--- config.mk ---
export PLATFORM = sky130hd
export DESIGN_NAME = wbs_slave_ctrl
export DESIGN_NICKNAME = d
export VERILOG_FILES = /design/src/rtl/wbs_slave_ctrl.sv
export SDC_FILE = /design/constraint.sdc
export NUM_CORES = 1
export LEC_CHECK = 0
export CAP_MARGIN = 15
export CORE_MARGIN = 5
export CORE_UTILIZATION = 45
export DETAILED_ROUTE_END_ITERATION = 10
export PLACE_DENSITY = 0.8
export SLEW_MARGIN = 20
export SYNTH_ARGS = -nofsm -noshare
export SYNTH_HDL_FRONTEND = slang
export SYNTH_SLANG_ARGS = --single-unit
--- constraint.sdc ---
create_clock -name wb_clk_i -period 2.2 [get_ports wb_clk_i]
set_clock_uncertainty 0.15 [all_clocks]
set_input_delay 0.33 -clock wb_clk_i [delete_from_list [all_inputs] [get_ports wb_clk_i]]
set_output_delay 0.33 -clock wb_clk_i [all_outputs]
set_load 0.005 [all_outputs]
--- src/rtl/wbs_slave_ctrl.sv ---
// Wishbone classic slave that fronts the accelerator core.
// It provides the MODE/DEBUG/DONE/BUSY/FSM_START control registers, write
// ports into the node, leaf and query memories, and a read path from the
// result (BEST) memory.
module wbs_slave_ctrl #(
    parameter logic [31:0] ADDR_MASK = 32'hFFFF_0000,
    parameter logic [31:0] BASE_CSR  = 32'h3000_0000
) (
    input  logic        wb_clk_i,
    input  logic        rst_n,

    input  logic        wbs_cyc_i,
    input  logic        wbs_stb_i,
    input  logic        wbs_we_i,
    input  logic [3:0]  wbs_sel_i,
    input  logic [31:0] wbs_adr_i,
    input  logic [31:0] wbs_dat_i,
    output logic        wbs_ack_o,
    output logic [31:0] wbs_dat_o,

    output logic        node_we,
    output logic [5:0]  node_addr,
    output logic [21:0] node_wdata,

    output logic        leaf_we,
    output logic [8:0]  leaf_addr,
    output logic [63:0] leaf_wdata,

    output logic        query_we,
    output logic [8:0]  query_addr,
    output logic [54:0] query_wdata,

    output logic        best_re,
    output logic [8:0]  best_addr,
    input  logic [63:0] best_rdata,

    output logic        fsm_start,
    input  logic        fsm_done,
    input  logic        fsm_busy,

    output logic        mode_o,
    output logic        debug_o
);

    localparam logic [31:0] REGION_QUERY = 32'h3001_0000;
    localparam logic [31:0] REGION_LEAF  = 32'h3002_0000;
    localparam logic [31:0] REGION_BEST  = 32'h3003_0000;
    localparam logic [31:0] REGION_NODE  = 32'h3004_0000;

    localparam logic [15:0] CSR_MODE  = 16'h0000;
    localparam logic [15:0] CSR_DEBUG = 16'h0004;
    localparam logic [15:0] CSR_DONE  = 16'h0008;
    localparam logic [15:0] CSR_START = 16'h000C;
    localparam logic [15:0] CSR_BUSY  = 16'h0010;

    // ST_BEST_WAIT covers the cycle in which the result memory returns data.
    typedef enum logic [0:0] {
        ST_IDLE      = 1'b0,
        ST_BEST_WAIT = 1'b1
    } state_t;

    state_t      state_q,       state_d;
    logic        best_hi_q,     best_hi_d;
    logic        ack_q,         ack_d;
    logic [31:0] dat_q,         dat_d;
    logic        mode_q,        mode_d;
    logic        debug_q,       debug_d;
    logic        done_q,        done_d;
    logic        fsm_start_q,   fsm_start_d;
    logic [31:0] leaf_low_q,    leaf_low_d;
    logic [31:0] query_low_q,   query_low_d;
    logic        node_we_q,     node_we_d;
    logic [5:0]  node_addr_q,   node_addr_d;
    logic [21:0] node_wdata_q,  node_wdata_d;
    logic        leaf_we_q,     leaf_we_d;
    logic [8:0]  leaf_addr_q,   leaf_addr_d;
    logic [63:0] leaf_wdata_q,  leaf_wdata_d;
    logic        query_we_q,    query_we_d;
    logic [8:0]  query_addr_q,  query_addr_d;
    logic [54:0] query_wdata_q, query_wdata_d;

    logic [31:0] region;
    logic [15:0] offset;
    logic        hit_csr, hit_query, hit_leaf, hit_best, hit_node;
    logic        req_accept;
    logic        csr_wr, csr_rd, node_wr, leaf_wr, query_wr, best_rd;
    logic        done_clear;
    logic [31:0] csr_rdata;
    logic [63:0] leaf_word, query_word;
    logic        unused_sel;

    // Byte selects carry no meaning here: every access is a full word.
    assign unused_sel = ^wbs_sel_i;

    assign region = wbs_adr_i & ADDR_MASK;
    assign offset = wbs_adr_i[15:0];

    assign hit_csr   = (region == BASE_CSR);
    assign hit_query = (region == REGION_QUERY);
    assign hit_leaf  = (region == REGION_LEAF);
    assign hit_best  = (region == REGION_BEST);
    assign hit_node  = (region == REGION_NODE);

    // A new request is only taken while idle and not acknowledging the previous one.
    assign req_accept = wbs_cyc_i & wbs_stb_i & ~ack_q & (state_q == ST_IDLE);

    assign csr_wr   = req_accept &  wbs_we_i & hit_csr;
    assign csr_rd   = req_accept & ~wbs_we_i & hit_csr;
    assign node_wr  = req_accept &  wbs_we_i & hit_node;
    assign leaf_wr  = req_accept &  wbs_we_i & hit_leaf;
    assign query_wr = req_accept &  wbs_we_i & hit_query;
    assign best_rd  = req_accept & ~wbs_we_i & hit_best;

    // The result memory samples the read on the accepting edge, so the read
    // strobe is driven straight from the decode; reset forces it quiet.
    assign best_re   = rst_n & best_rd;
    assign best_addr = best_re ? offset[11:3] : 9'd0;

    // Control registers: MODE/DEBUG storage, start pulse and sticky done flag.
    always_comb begin
        mode_d      = mode_q;
        debug_d     = debug_q;
        fsm_start_d = 1'b0;
        done_clear  = fsm_start_q;
        if (csr_wr) begin
            case (offset)
                CSR_MODE:  mode_d      = wbs_dat_i[0];
                CSR_DEBUG: debug_d     = wbs_dat_i[0];
                CSR_DONE:  done_clear  = 1'b1;
                CSR_START: fsm_start_d = ~fsm_busy;
                default:   ;
            endcase
        end
        done_d = fsm_done | (done_q & ~done_clear);
    end

    // Memory write ports; leaf/query words are assembled from two bus beats.
    always_comb begin
        node_we_d     = 1'b0;
        node_addr_d   = 6'd0;
        node_wdata_d  = 22'd0;
        leaf_we_d     = 1'b0;
        leaf_addr_d   = 9'd0;
        leaf_wdata_d  = 64'd0;
        query_we_d    = 1'b0;
        query_addr_d  = 9'd0;
        query_wdata_d = 55'd0;
        leaf_low_d    = leaf_low_q;
        query_low_d   = query_low_q;
        leaf_word     = {wbs_dat_i, leaf_low_q};
        query_word    = {wbs_dat_i, query_low_q};

        if (node_wr) begin
            node_we_d    = 1'b1;
            node_addr_d  = offset[7:2];
            node_wdata_d = wbs_dat_i[21:0];
        end

        if (leaf_wr) begin
            if (offset[2]) begin
                leaf_we_d    = 1'b1;
                leaf_addr_d  = offset[11:3];
                leaf_wdata_d = leaf_word;
                leaf_low_d   = 32'd0;
            end else begin
                leaf_low_d   = wbs_dat_i;
            end
        end

        if (query_wr) begin
            if (offset[2]) begin
                query_we_d    = 1'b1;
                query_addr_d  = offset[11:3];
                query_wdata_d = query_word[54:0];
                query_low_d   = 32'd0;
            end else begin
                query_low_d   = wbs_dat_i;
            end
        end
    end

    // Bus response: single-cycle ack, read data only while ack is high.
    always_comb begin
        state_d   = state_q;
        best_hi_d = best_hi_q;
        ack_d     = 1'b0;
        dat_d     = 32'd0;
        csr_rdata = 32'd0;

        case (offset)
            CSR_MODE:  csr_rdata = {31'd0, mode_q};
            CSR_DEBUG: csr_rdata = {31'd0, debug_q};
            CSR_DONE:  csr_rdata = {31'd0, done_q};
            CSR_BUSY:  csr_rdata = {31'd0, fsm_busy};
            default:   csr_rdata = 32'd0;
        endcase

        case (state_q)
            ST_IDLE: begin
                if (req_accept) begin
                    if (best_rd) begin
                        state_d   = ST_BEST_WAIT;
                        best_hi_d = offset[2];
                    end else begin
                        ack_d = 1'b1;
                        if (csr_rd) begin
                            dat_d = csr_rdata;
                        end
                    end
                end
            end
            ST_BEST_WAIT: begin
                state_d = ST_IDLE;
                if (wbs_cyc_i & wbs_stb_i) begin
                    ack_d = 1'b1;
                    dat_d = best_hi_q ? best_rdata[63:32] : best_rdata[31:0];
                end
            end
            default: state_d = ST_IDLE;
        endcase
    end

    // All state and registered outputs, cleared immediately by reset.
    always_ff @(posedge wb_clk_i or negedge rst_n) begin
        if (!rst_n) begin
            state_q       <= ST_IDLE;
            best_hi_q     <= 1'b0;
            ack_q         <= 1'b0;
            dat_q         <= 32'd0;
            mode_q        <= 1'b0;
            debug_q       <= 1'b0;
            done_q        <= 1'b0;
            fsm_start_q   <= 1'b0;
            leaf_low_q    <= 32'd0;
            query_low_q   <= 32'd0;
            node_we_q     <= 1'b0;
            node_addr_q   <= 6'd0;
            node_wdata_q  <= 22'd0;
            leaf_we_q     <= 1'b0;
            leaf_addr_q   <= 9'd0;
            leaf_wdata_q  <= 64'd0;
            query_we_q    <= 1'b0;
            query_addr_q  <= 9'd0;
            query_wdata_q <= 55'd0;
        end else begin
            state_q       <= state_d;
            best_hi_q     <= best_hi_d;
            ack_q         <= ack_d;
            dat_q         <= dat_d;
            mode_q        <= mode_d;
            debug_q       <= debug_d;
            done_q        <= done_d;
            fsm_start_q   <= fsm_start_d;
            leaf_low_q    <= leaf_low_d;
            query_low_q   <= query_low_d;
            node_we_q     <= node_we_d;
            node_addr_q   <= node_addr_d;
            node_wdata_q  <= node_wdata_d;
            leaf_we_q     <= leaf_we_d;
            leaf_addr_q   <= leaf_addr_d;
            leaf_wdata_q  <= leaf_wdata_d;
            query_we_q    <= query_we_d;
            query_addr_q  <= query_addr_d;
            query_wdata_q <= query_wdata_d;
        end
    end

    assign wbs_ack_o   = ack_q;
    assign wbs_dat_o   = dat_q;
    assign mode_o      = mode_q;
    assign debug_o     = debug_q;
    assign fsm_start   = fsm_start_q;
    assign node_we     = node_we_q;
    assign node_addr   = node_addr_q;
    assign node_wdata  = node_wdata_q;
    assign leaf_we     = leaf_we_q;
    assign leaf_addr   = leaf_addr_q;
    assign leaf_wdata  = leaf_wdata_q;
    assign query_we    = query_we_q;
    assign query_addr  = query_addr_q;
    assign query_wdata = query_wdata_q;

endmodule

==> impl_results.md, run 1 <==
* TNS Setup at -10.17 ns
* First-pass GRT wire length at 40.80 mm
* Sequential-to-total area share from yosys stat at 68.27%
* TritonCTS Sinks at 271
* Via count of the first global-routing pass at 7192
* Routability Congestion at around 0.83
* Yosys synthesis warning count at 0
* Slew margin rel. at 47.97%
* Number of flops mapped to enable cells by yosys at 0
* Worst supply voltage drop on vdd at about 0.61 mV
* Count of vias placed by the detailed router at 6971
* Maximum net fanout on the critical path at 4
* Required time worst endpoint at 1.72 ns
* Die W at approximately 160 µm
* Slew at the pin closest to its max-slew limit at 0.7804 ns
* Flip-flop and latch count after synthesis at 271
* Syn nets at 841
* Total setup violations reported at the end of the flow at 122
* Starting density of the core at between 40% and 50%
* Commonest register cell after synthesis: dfrtp_1
* Cts bufs inserted at 29
* Maximum cell stage delay along the critical path at 0.39 ns
* Fraction of the cycle the final worst path needs at 125.7%
* Core utilization of the finished layout at between 70 and 80%
* Arr. time, crit path at 2.29 ns
* Static Leak at 0.007304 µW
* Power consumption at 10260 µW
* NumNets Final at 1262
* Final slew viol count at 0
* Fraction of layout cells with a size suffix above 1 at between 20% and 30%
* # diodes at 0
* Worst-Skew Late Latency at 0.54 ns
* Final worst setup slack at -0.5658 ns
* Initial antenna violation count at 0
* Result of the run: finished with violations
* Cell breakdown of the critical path: and4bb_2, nand4b_1, buf_4, nor4_4, buf_4, buf_6, buf_6, and2_4, buf_6
* Most common cell after layout, fill and taps aside: clkdlybuf4s50_1
* Floorplan die area at 25150 µm²
* Highest-delay cell along the critical path: dfrtp_1
* Post-route ant nets at 0
* Maximum level of the CTS H-tree at 1
* Top-level I/O count at 353
* Number of port buffers at 348
* Initial drt markers at 226
* P&R area growth vs syn at 59.15%
* Synthesized instance count at 702
* Min-delay worst type: primary input to flop
* Overall fraction of global-route tracks in use at 20.96%
* Remaining global-route overflow at 0
* Type of the setup path with the least slack: flop to output pin
* First-pass iteration count of the detailed router at 4
* Drt drc at 0
* Detailed-route vias per instance at 4.892
* Max-cap viol count at 0
* Pin count of the biggest net entering global routing at 153
* Die height at approximately 160 µm
* Critical Path Start Type: flop
* Setup crit end kind: output pin
* Hold violation count in the final report at 0
* Post-DR wirelength/cell at 20.67 µm
* Core region area at ~22000 µm²
* Final HPWL DP at 19.13 mm
* Post-Syn Area per Cell at between 10 and 15 µm²
* Most used cell, CP: buf_6
* Violated checks: setup timing
* Post-synth ARST share at between 90% and 100%
* Clock Tree Root: clkbuf_16
* Row Count at 54
* Clock buffer depth at 3
* Maximum achievable frequency at 0.3616 GHz
* Number of library cell types mapped by synthesis at 35
* RSZ-0062 raised after global routing: yes
* Post-Route WL at 29.45 mm
* Most frequent cells in the layout: clkdlybuf4s50_1, dfrtp_1, and2_1
* Clock edge transition at the registers on the reported setup and hold paths at 0.06 ns
* Ratio of total power to cell area at approximately 650 nW/µm²
* Area of the mapped netlist at 9933 µm²
* TritonCTS clock tree: yes
* Final critical delay including setup and external delays at 2.766 ns
-- metrics by stage --
| step | hold slack [ns] | cell area (µm²) | cells | worst slack, ns |
|---|---|---|---|---|
| 3_5_place_dp | 0.3124 | 14060 | 1341 | -0.7717 |
| 5_1_grt | 0.1454 | 15810 | 1425 | -0.6818 |
| 6_report | 0.1436 | 15810 | 1425 | -0.5658 |
| 2_1_floorplan | -0.1156 | 9933 | 702 | 0.1984 |
| 4_1_cts | 0.08709 | 15060 | 1401 | -0.6469 |
| 3_3_place_gp | 0.3074 | 14060 | 1341 | -0.7161 |
-- worst max-delay path, delay by kind of cell (launching register included) --
| family | cells | cell delay, ns |
|---|---|---|
| simple gates | 4 | 0.72 |
| flops | 1 | 0.39 |
| buf+inv | 5 | 0.63 |
-- final timing paths --
| path | start | endpoint | slack (ns) | cells past startpoint |
|---|---|---|---|---|
| max | state_q | best_addr[7] | -0.57 | 9 |
| min | wbs_adr_i[2] | fsm_start | 0.14 | 3 |
| max reg2reg | state_q | query_low_q[21] | -0.12 | 9 |
| min reg2reg | leaf_low_q[31] | leaf_wdata[31] | 0.33 | 1 |
| max in group asynchronous | rst_n | wbs_dat_o[13] | 0.79 | 4 |
| min in group asynchronous | rst_n | query_low_q[1] | 0.38 | 4 |
-- state kept, by name (all words and copies together), names as in the netlist, 6 cells and up --
signal       flops
node_wdata      22
query_low_q     32
leaf_low_q      32
node_addr        6
query_wdata     55
leaf_addr        9
query_addr       9
leaf_wdata      64
wbs_dat_o       32
-- timing repair --
| item | in CTS | in global routing |
|---|---|---|
| buffers inserted | 7 | 11 |
| endpoints found under the hold margin | 193 | 0 |
| gates cloned | 0 | 13 |
| gates resized for setup | 54 | 108 |
| endpoints found under the setup margin | 10 | 207 |
| hold buffers | 1 | 0 |
| pin swaps | 5 | 6 |
-- routing by layer --
layer	vias up	share of wire (%)	global-route usage, %
li1	3127	-	-
met1	3519	38	25.31
met2	282	51	37.26
met3	43	8.7	5.518
met4	0	2.4	5.646
met5	-	0	0
-- cells in the mapped netlist, drive strengths merged (3+ instances only) --
| cell type | number | area share, % |
|---|---|---|
| and2 | 174 | 11 |
| buf | 8 | 0.81 |
| clkbuf | 29 | 1.3 |
| dfrtp | 271 | 68 |
| inv | 3 | 0.11 |
| mux2 | 67 | 7.6 |
| mux2i | 33 | 3.3 |
| nand2 | 5 | 0.19 |
| nand4 | 5 | 0.47 |
| nand4b | 3 | 0.26 |
| nor2 | 37 | 1.4 |
| nor2b | 34 | 2.1 |
| nor3 | 6 | 0.42 |
| nor4 | 9 | 1.3 |
-- kinds of logic after synthesis --
logic type | synth area share, %
and+or+nand+nor | 18.26
buffers and inverters | 2.192
muxes | 10.92
DFF | 68.27
AOI/OAI and AO/OA | 0.3528
-- cell type report --
class                      instances  area [µm²]
sequential                       271        6783
clock buffer                      42       834.6
fill                            1428        5947
timing repair buffer             427        4493
clock inverter                    11       101.3
multi-input combinational        391        3236
tap                              280       350.3
inverter                           3       11.26
-- report_power, final --
group / total [µW] / internal [µW] / switching [µW]
clock network: 4730 / 2760 / 1970
logic: 543 / 290 / 253
registers: 4990 / 4990 / 0.566
total: 10300 / 8030 / 2230
(Power assumes the default switching activity.)
==> inputs of run 2 (changes only) <==
--- a/config.mk
+++ b/config.mk
@@ -5,11 +5,12 @@
 export SDC_FILE = /design/constraint.sdc
 export NUM_CORES = 1
 export LEC_CHECK = 0
-export CAP_MARGIN = 15
+export CAP_MARGIN = 20
 export CORE_MARGIN = 5
 export CORE_UTILIZATION = 45
 export DETAILED_ROUTE_END_ITERATION = 10
 export PLACE_DENSITY = 0.8
+export SETUP_SLACK_MARGIN = 0.1
 export SLEW_MARGIN = 20
 export SYNTH_ARGS = -nofsm -noshare
 export SYNTH_HDL_FRONTEND = slang
==> impl_results.md, run 2 (synthesis gave the netlist of run 1 again) <==
* Fraction of the cycle the final worst path needs at 125.6% (-0.16 points)
* Die height at 158.6 µm (unchanged)
* Slew at the pin closest to its max-slew limit at 0.7804 ns (-0.00002629 ns)
* Pre-CTS setup slack at -0.7717 ns (unchanged)
* Initial drt markers at 260 (+15%)
* Endpoint of the worst register-to-register path: query_wdata[33]
* Critical Path Start Type: flop
* Most common cell after layout, fill and taps aside: clkdlybuf4s50_1
* Maximum achievable frequency at 0.3620 GHz (+0.13%)
* Power consumption at 10260 µW (about the same)
* Maximum cell stage delay along the critical path at 0.39 ns (about the same)
* Final slew viol count at 0 (unchanged)
* Fraction of layout cells with a size suffix above 1 at 22.63% (+2.1 points)
* # diodes at 0 (unchanged)
* Remaining global-route overflow at 0 (unchanged)
* Arr. time, crit path at 2.28 ns (about the same)
* Starting density of the core at 45.66% (unchanged)
* Post-Route WL at 29.97 mm (+1.8%)
* Via count of the first global-routing pass at 7356 (+2.3%)
* First-pass iteration count of the detailed router at 4 (unchanged)
* Number of cells on the worst reg-to-reg path at 12 (+3)
* Maximum level of the CTS H-tree at 1 (unchanged)
* Min-delay worst type: primary input to flop
* Final HPWL DP at 19.13 mm (unchanged)
* Clock buffer depth at 3 (unchanged)
* Hold violation count in the final report at 0 (unchanged)
* Floorplan die area at 25150 µm² (unchanged)
* Overall fraction of global-route tracks in use at 22.92% (+2.0 points)
* Count of vias placed by the detailed router at 7025 (+0.77%)
* Routability Congestion at 0.8299 (unchanged)
* TritonCTS Sinks at 271 (unchanged)
* RSZ-0062 raised after global routing: yes
* Worst-Skew Late Latency at 0.54 ns (about the same)
* Total placed instance area at 14060 µm² (unchanged)
* Startpoint of the lowest-slack hold path: wbs_adr_i[2]
* Maximum net fanout on the critical path at 4 (unchanged)
* Worst supply voltage drop on vdd at 0.6038 mV (-0.40%)
* Initial antenna violation count at 1 (+1)
* Reg-to-reg startpoint: state_q
* Max-cap viol count at 0 (unchanged)
* Type of the setup path with the least slack: flop to output pin
* Ratio of total power to cell area at 639.2 nW/µm² (-1.5%)
* Detailed-route vias per instance at 4.885 (-0.14%)
* Clock Tree Root: clkbuf_16
* Top-level I/O count at 353 (unchanged)
* Highest-delay cell along the critical path: dfrtp_1
* Design Area, Final at 16050 µm² (+1.6%)
* First-pass GRT wire length at 43.80 mm (+7.4%)
* Row Count at 54 (unchanged)
* Violated checks: setup timing
* Result of the run: finished with violations
* Flip-flop count of the largest register, all copies and words added at 64 (unchanged)
* Final critical delay including setup and external delays at 2.762 ns (-0.003591 ns)
* Clock edge transition at the registers on the reported setup and hold paths at 0.06 ns (about the same)
* Static Leak at 0.007423 µW (+1.6%)
* NumNets Final at 1275 (+1.0%)
* Core region area at 21760 µm² (unchanged)
* TritonCTS clock tree: yes
* Slew margin rel. at 47.97% (about the same)
* P&R area growth vs syn at 61.62%
* Cell breakdown of the critical path: and4bb_2, nand4b_1, buf_4, nor4_4, buf_4, buf_6, buf_6, and2_4, buf_6
* Die W at 158.6 µm (unchanged)
* Setup crit end kind: output pin
* Total setup violations reported at the end of the flow at 132 (+8.2%)
* Final worst setup slack at -0.5623 ns (+0.003591 ns)
* Capture point of the critical path: best_addr[7]
* Reg-to-reg setup timing slack at -0.16 ns (-0.04 ns)
* Most used cell, CP: buf_6
* Post-route ant nets at 0 (unchanged)
* Number of port buffers at 348 (unchanged)
* Start point of the critical path: state_q
* Required time worst endpoint at 1.72 ns (about the same)
* Post-DR wirelength/cell at 20.84 µm (+0.85%)
* Pin count of the biggest net entering global routing at 153 (unchanged)
* Cts bufs inserted at 29 (unchanged)
* Drt drc at 0 (unchanged)
* Most frequent cells in the layout: clkdlybuf4s50_1, dfrtp_1, and2_1
[run 2: area by class of cell]
type	count	area (µm²)
flip-flops and latches	271	6783
fillers	1404	5702
repair buffers	440	4711
multi-input cells	391	3263
clock buffers	42	834.6
well taps	280	350.3
clock inverters	11	101.3
inverters	3	11.26
[run 2: worst min-delay path by stage]
stage	endpoint	slack, ns	cells after the start
global placement	query_wdata[21]	0.31	1
floorplan	best_hi_q	-0.12	0
detailed placement	leaf_wdata[8]	0.31	1
finish	fsm_start	0.14	3
CTS	fsm_start	0.12	3
global route	fsm_start	0.16	3
[run 2: timing repair]
| item | in CTS | in global routing |
|---|---|---|
| cloned | 11 | 2 |
| endpoints found under the hold margin | 193 | 0 |
| pin swaps | 9 | 5 |
| setup buffers | 19 | 15 |
| resized for setup | 80 | 102 |
| setup endpoints to repair | 211 | 212 |
| hold buffers | 1 | 0 |
[run 2: critical path, delay by kind of cell, from the launching register on]
family / cells / cell delay (ns)
buf+inv: 5 / 0.62
flops: 1 / 0.39
simple gates: 4 / 0.72
[run 2: through the flow]
| step | TNS (ns) | util, % | hold slack, ns | instances |
|---|---|---|---|---|
| finish | -15.87 | 73.79 | 0.1404 | 1438 |
| global route | -29.50 | 73.79 | 0.1569 | 1438 |
| CTS | -8.116 | 71.45 | 0.1198 | 1424 |
| detailed placement | -107.61 | 64.61 | 0.3124 | 1341 |
| global placement | -97.68 | 64.61 | 0.3074 | 1341 |
| floorplan | 0 | - | -0.1156 | 702 |
[run 2: metal layers]
metal  share of wire [%]  vias up  global-route usage (%)  routed length [µm]
met1                  39     3560                   28.82               11590
met2                  51      274                   40.21               15340
li1                    -     3157                       -                   -
met4                 1.9        0                   5.361                 579
met3                 8.2       34                   5.599                2464
met5                   0        -                       0                   0
[run 2: report_power, final]
group          leakage, µW  switching [µW]  internal, µW  total, µW
clock             0.000465            1970          2760       4730
sequential         0.00378           0.565          4990       4990
combinational      0.00318             254           290        544
